`config.mk`:
```
export PLATFORM = sky130hd
export DESIGN_NAME = led_mode_ctrl
export DESIGN_NICKNAME = d
export VERILOG_FILES = /design/src/rtl/led_mode_ctrl.sv
export SDC_FILE = /design/constraint.sdc
export NUM_CORES = 1
export LEC_CHECK = 0
export BUFFER_PORTS_ARGS = -buffer_cell sky130_fd_sc_hd__buf_2
export CAP_MARGIN = 20
export CORE_UTILIZATION = 40
export DETAILED_ROUTE_END_ITERATION = 10
export GPL_TIMING_DRIVEN = 1
export PLACE_DENSITY_LB_ADDON = 0.15
export SYNTH_ARGS = -nofsm -noshare
export SYNTH_HDL_FRONTEND = slang
export SYNTH_SLANG_ARGS = --single-unit
```
`constraint.sdc`:
```
create_clock -name clk -period 2.51 [get_ports clk]
set_clock_uncertainty 0.15 [all_clocks]
set_input_delay 0.3765 -clock clk [delete_from_list [all_inputs] [get_ports clk]]
set_output_delay 0.3765 -clock clk [all_outputs]
set_load 0.005 [all_outputs]
```
`src/rtl/led_mode_ctrl.sv`:
```
// LED mode sequencer driven by a debounced key: short presses step OFF->ON->SLOW->FAST,
// a long press forces OFF and lights led2 while held. All outputs are registered.
module led_mode_ctrl #(
    parameter int LONG_CYC  = 50_000_000,
    parameter int SLOW_HALF = 25_000_000,
    parameter int FAST_HALF = 5_000_000,
    parameter int CNT_W     = 26
) (
    input  logic       clk,
    input  logic       rst,
    input  logic       key_flag,
    input  logic       key_state,
    output logic       led1,
    output logic       led2,
    output logic [1:0] mode,
    output logic       mode_chg,
    output logic [1:0] dbg_state
);

    typedef enum logic [1:0] {
        ST_IDLE    = 2'd0,
        ST_PRESSED = 2'd1,
        ST_LONG    = 2'd2
    } state_t;

    localparam logic [CNT_W-1:0] LONG_LAST = CNT_W'(LONG_CYC - 1);
    localparam logic [CNT_W-1:0] SLOW_LAST = CNT_W'(SLOW_HALF - 1);
    localparam logic [CNT_W-1:0] FAST_LAST = CNT_W'(FAST_HALF - 1);

    state_t           r_state, w_state_nxt;
    logic [CNT_W-1:0] r_hold_cnt, w_hold_nxt;
    logic [CNT_W-1:0] r_blink_cnt, w_blink_nxt;
    logic [CNT_W-1:0] w_half_last;
    logic [1:0]       r_mode, w_mode_nxt;
    logic             r_led1, w_led1_nxt;
    logic             r_led2, w_led2_nxt;
    logic             r_mode_chg, w_chg_nxt;
    logic             w_press, w_release;

    // key_flag marks an edge; key_state tells which one (0 = now pressed).
    assign w_press   = key_flag & ~key_state;
    assign w_release = key_flag & key_state;

    always_ff @(posedge clk or posedge rst) begin
        if (rst) begin
            r_state     <= ST_IDLE;
            r_hold_cnt  <= '0;
            r_blink_cnt <= '0;
            r_mode      <= 2'd0;
            r_led1      <= 1'b0;
            r_led2      <= 1'b0;
            r_mode_chg  <= 1'b0;
        end else begin
            r_state     <= w_state_nxt;
            r_hold_cnt  <= w_hold_nxt;
            r_blink_cnt <= w_blink_nxt;
            r_mode      <= w_mode_nxt;
            r_led1      <= w_led1_nxt;
            r_led2      <= w_led2_nxt;
            r_mode_chg  <= w_chg_nxt;
        end
    end

    always_comb begin
        w_state_nxt = r_state;
        w_hold_nxt  = r_hold_cnt;
        w_mode_nxt  = r_mode;
        w_led2_nxt  = r_led2;
        w_chg_nxt   = 1'b0;
        case (r_state)
            ST_IDLE: begin
                if (w_press) begin
                    w_state_nxt = ST_PRESSED;
                    w_hold_nxt  = '0;
                end
            end
            ST_PRESSED: begin
                w_hold_nxt = r_hold_cnt + CNT_W'(1);
                // A release on the threshold cycle still counts as a short press.
                if (w_release) begin
                    w_state_nxt = ST_IDLE;
                    w_mode_nxt  = r_mode + 2'd1;
                    w_chg_nxt   = 1'b1;
                end else if (r_hold_cnt == LONG_LAST) begin
                    w_state_nxt = ST_LONG;
                    w_mode_nxt  = 2'd0;
                    w_chg_nxt   = 1'b1;
                    w_led2_nxt  = 1'b1;
                end
            end
            ST_LONG: begin
                if (w_release) begin
                    w_state_nxt = ST_IDLE;
                    w_led2_nxt  = 1'b0;
                end
            end
            default: begin
                w_state_nxt = ST_IDLE;
            end
        endcase
    end

    always_comb begin
        w_blink_nxt = r_blink_cnt;
        w_led1_nxt  = r_led1;
        w_half_last = '0;
        case (r_mode)
            2'd2:    w_half_last = SLOW_LAST;
            2'd3:    w_half_last = FAST_LAST;
            default: w_half_last = '0;
        endcase
        // A mode change restarts the blink phase and overrides any pending toggle.
        if (w_chg_nxt) begin
            w_blink_nxt = '0;
            w_led1_nxt  = (w_mode_nxt != 2'd0);
        end else if (r_mode == 2'd0) begin
            w_blink_nxt = '0;
            w_led1_nxt  = 1'b0;
        end else if (r_mode == 2'd1) begin
            w_blink_nxt = '0;
            w_led1_nxt  = 1'b1;
        end else if (r_blink_cnt == w_half_last) begin
            w_blink_nxt = '0;
            w_led1_nxt  = ~r_led1;
        end else begin
            w_blink_nxt = r_blink_cnt + CNT_W'(1);
        end
    end

    assign led1      = r_led1;
    assign led2      = r_led2;
    assign mode      = r_mode;
    assign mode_chg  = r_mode_chg;
    assign dbg_state = r_state;

endmodule

```
==> key figures <==
Outcome
  • Result of the run: complete, no violations

Critical path
  • Critical path data arrival time: 2.43 ns
  • CP endpoint kind: register
  • Type of origin of the critical path: register
  • R2R cell count: 7
  • Internal reg-to-reg setup slack: 0.19 ns
  • Required time of the critical path: between 2 and 3 ns
  • Crit Path Class: reg2reg
  • Critical path peak fanout: 7
  • Beginning of the worst register-to-register path: mode[0]$_DFF_PP0_
  • Crit Reg-Reg Endpoint: led1$_DFFE_PP0P_

Synth
  • Mean instance size in the synthesized netlist: 9.273 um^2
  • Sequential-to-total area share from yosys stat: 45.75%
  • Post-synthesis async set-or-reset flop share: 100.0%
  • Number of standard cells after synthesis: 348
  • Number of enable-type register cells in the synthesized netlist: 0
  • Primary flip-flop cell chosen by synthesis mapping: sky130_fd_sc_hd__dfrtp_1
  • Number of distinct standard cells referenced by the synthesized netlist: 56
  • Area of the mapped netlist: 3227 um^2
  • Post-synthesis sequential element count: 59
  • Synth Net Count: 359
  • Warnings from Yosys: 0

STA
  • Unrepaired setup endpoints after global routing: no
  • Setup_tns: 0 ns
  • Highest clock frequency the design can meet: ~0.43 GHz
  • Slew margin rel.: 62.74%
  • Minimum clock period after layout: 2.322 ns
  • Worst slew pin tran: 0.5581 ns
  • Total count of hold-check failures in the final report: 0
  • Final setup vio count: 0
  • Final Max Slew Viols: 0
  • Post-route clock period utilization: 92.53%
  • Final WS setup: 0.1875 ns

Place
  • Cell area after placement: around 3400 um^2
  • Weighted congestion at the end of routability-driven global placement: 0.7515
  • Number of port buffers: 10
  • Setup slack at placement: 0.2171 ns
  • Half-perimeter wire length after detailed placement: 4687 um
  • Placed cell count: 455

Final layout
  • Antenna diodes: 0
  • Final Instance Count excl. Fillers: 471
  • Post-layout nets: 376
  • Number of fill cells in the layout: 780
  • Post-Route Utilization: 46.46%
  • Fraction of final layout cells with drive strength greater than 1: 13.28%
  • Relative area change from synthesis to final layout: 11.83%
  • Post-route design area: 3608 um^2

Detailed routing
  • Violation count after the first detailed-routing iteration: 77
  • Per-cell routed wire length: 15.09 um
  • Drt first pass iters: 4
  • DRC errors left: 0
  • Routed via count: about 2500
  • Routed wire length: 7107 um
  • Drt via density: 5.399
  • Remaining antenna violation count after routing: 0

Die
  • Total die area: 8430 um^2
  • Area of the placeable core: 7767 um^2
  • Chip height: 91.82 um
  • Starting density of the core: 41.54%
  • Chip width: 91.82 um
  • Standard-cell rows: 32
  • I/O pins: 11

Worst hold path
  • Sink of the worst hold path: dbg_state[0]$_DFFE_PP0P_
  • Worst hold path cell count: 3
  • Hold/Removal Path Class: in2reg
  • Launch instance of the worst min-delay path: key_flag

Global route
  • Maximum number of pins on one net before global-route repair: 37
  • Antenna violations before repair: 0
  • First-pass GRT wire length: 12170 um
  • Vias in the first global route: approximately 2500
  • Global-route usage over all layers: 18.68%
  • Aggregate global routing overflow: 0

Clocking
  • Clock root buffer master: sky130_fd_sc_hd__clkbuf_8
  • Clock insertion delay at the later pin of the skew report: 0.34 ns
  • Number of H-tree branching levels: 3
  • Clock tree from TritonCTS: yes
  • TritonCTS buffer count: 9
  • Number of clock sinks: 59
  • Count of instances resized after the clock tree is built: 0
  • Clock Pin Slew Worst Setup and Hold Paths: approximately 0.07 ns
  • Max clock buf depth: 2

Pwr
  • LEAKAGE: 0.001555 uW
  • Pwr dens: just under 700 nW/um^2
  • Worst IR drop on VDD: 378.6 uV

Flow run
  • Max Cap Viol: 0
[worst max path at each step]
stage	start	to	slack, ns	depth (start not counted)
after floorplan	mode[0]$_DFF_PP0_	led1$_DFFE_PP0P_	0.23	8
after global placement	mode[0]$_DFF_PP0_	led1$_DFFE_PP0P_	0.29	7
after detailed placement	mode[0]$_DFF_PP0_	led1$_DFFE_PP0P_	0.22	7
after CTS	mode[0]$_DFF_PP0_	led1$_DFFE_PP0P_	0.18	7
after global routing	mode[0]$_DFF_PP0_	led1$_DFFE_PP0P_	0.08	7
final	mode[0]$_DFF_PP0_	led1$_DFFE_PP0P_	0.19	7
[worst max-delay path, cell delays in order (launching register included)]
cell and delay [ns]:
sky130_fd_sc_hd__dfrtp_1 0.42, sky130_fd_sc_hd__inv_1 0.08, sky130_fd_sc_hd__ha_1 0.29, sky130_fd_sc_hd__or4_1 0.49, sky130_fd_sc_hd__a21oi_1 0.20, sky130_fd_sc_hd__a311oi_2 0.16
sky130_fd_sc_hd__a211o_1 0.30, sky130_fd_sc_hd__a31oi_1 0.15
[registers in the layout (all words and copies together), names as in the netlist]
signal and flops:
led1 1, mode 2, r_hold_cnt 26, dbg_state 2
r_blink_cnt 26, led2 1, mode_chg 1
[kinds of logic after synthesis]
family	after synthesis	share of synthesized area, %
AND/OR/NAND/NOR	164	27.03
AO/OA/AOI/OAI	68	13.34
flip-flops	59	45.75
XOR/XNOR	29	7.871
buffers and inverters	19	2.637
adder cells (fa/ha/maj)	7	2.714
multiplexers	2	0.6592
[cell usage in the layout, fill, tap and decap left out, types with 2 or more instances in the layout]
| master | netlist | final |
|---|---|---|
| sky130_fd_sc_hd__xnor2_1 | 11 | 11 |
| sky130_fd_sc_hd__and2_1 | 2 | 2 |
| sky130_fd_sc_hd__buf_4 | 3 | 5 |
| sky130_fd_sc_hd__inv_1 | 7 | 6 |
| sky130_fd_sc_hd__nor3_1 | 5 | 5 |
| sky130_fd_sc_hd__clkinv_2 | 0 | 2 |
| sky130_fd_sc_hd__nor2_1 | 43 | 43 |
| sky130_fd_sc_hd__nor2b_1 | 2 | 2 |
| sky130_fd_sc_hd__clkbuf_1 | 7 | 3 |
| sky130_fd_sc_hd__dfrtp_1 | 59 | 59 |
| sky130_fd_sc_hd__a21oi_1 | 7 | 7 |
| sky130_fd_sc_hd__buf_2 | 1 | 10 |
| sky130_fd_sc_hd__a31oi_1 | 8 | 8 |
| sky130_fd_sc_hd__nand2_1 | 40 | 40 |
| sky130_fd_sc_hd__or4_4 | 3 | 3 |
| sky130_fd_sc_hd__buf_12 | 0 | 2 |
| sky130_fd_sc_hd__nor4_1 | 8 | 8 |
| sky130_fd_sc_hd__ha_1 | 7 | 7 |
| sky130_fd_sc_hd__clkbuf_8 | 0 | 9 |
| sky130_fd_sc_hd__nand2b_1 | 2 | 2 |
| sky130_fd_sc_hd__nand4_1 | 9 | 9 |
| sky130_fd_sc_hd__xor2_1 | 18 | 18 |
| sky130_fd_sc_hd__o21ai_0 | 28 | 28 |
| sky130_fd_sc_hd__a21o_1 | 3 | 3 |
| sky130_fd_sc_hd__o31ai_1 | 8 | 8 |
| sky130_fd_sc_hd__nand3_1 | 22 | 22 |
| sky130_fd_sc_hd__o211ai_1 | 2 | 2 |
| sky130_fd_sc_hd__and3_1 | 12 | 12 |
[per-stage QoR]
stage                     hold slack, ns  total power, uW
after floorplan                   0.3018             1523
after global placement            0.3087             1705
after detailed placement          0.3165             1713
after CTS                         0.2467             2544
after global routing              0.2911             2665
final                             0.2642             2508
[report_power, final]
group	leakage, uW	internal, uW	switching [uW]
logic	0.000656	236	333
registers	0.000808	1030	99.3
clock network	0.0000902	451	362
[cell usage after synthesis, types with 2 or more instances]
cell / count / area (um^2)
sky130_fd_sc_hd__a31oi_1: 8 / 50.05
sky130_fd_sc_hd__a21oi_1: 7 / 35.03
sky130_fd_sc_hd__nand2_1: 40 / 150.1
sky130_fd_sc_hd__nor3_1: 5 / 25.02
sky130_fd_sc_hd__nor4_1: 8 / 50.05
sky130_fd_sc_hd__xnor2_1: 11 / 96.34
sky130_fd_sc_hd__nand4_1: 9 / 56.30
sky130_fd_sc_hd__nand2b_1: 2 / 12.51
sky130_fd_sc_hd__and3_1: 12 / 75.07
sky130_fd_sc_hd__clkbuf_1: 7 / 26.28
sky130_fd_sc_hd__o31ai_1: 8 / 60.06
sky130_fd_sc_hd__a21o_1: 3 / 22.52
sky130_fd_sc_hd__and2_1: 2 / 12.51
sky130_fd_sc_hd__xor2_1: 18 / 157.7
sky130_fd_sc_hd__o211ai_1: 2 / 15.01
sky130_fd_sc_hd__inv_1: 7 / 26.28
sky130_fd_sc_hd__or4_4: 3 / 33.78
sky130_fd_sc_hd__dfrtp_1: 59 / 1476
sky130_fd_sc_hd__buf_4: 3 / 22.52
sky130_fd_sc_hd__nand3_1: 22 / 110.1
sky130_fd_sc_hd__o21ai_0: 28 / 140.1
sky130_fd_sc_hd__ha_1: 7 / 87.58
sky130_fd_sc_hd__nor2b_1: 2 / 12.51
sky130_fd_sc_hd__nor2_1: 43 / 161.4
[timing repair]
action                                 4_1_cts  5_1_grt
buffers inserted                             0        0
hold buffers                                 1        0
endpoints found under the hold margin       23        0
[area by class of cell]
cell class,count,area (um^2),share of cell area [%]
multi-input combinational,270,1665,46.15
sequential,59,1476,40.92
clock inverter,3,40.04,1.110
timing repair buffer,18,137.6,3.814
inverter,7,26.28,0.7282
clock buffer,12,135.1,3.745
tap,102,127.6,3.537
[per-layer routing]
metal / track usage (%) / vias up / wire, um
li1: - / 1272 / -
met1: 22.98 / 1233 / 3302
met2: 31.20 / 24 / 3498
met3: 4.726 / 14 / 187
met4: 7.813 / 0 / 118
met5: 0 / - / 0
Note: power is estimated with default switching activity, not from simulation.
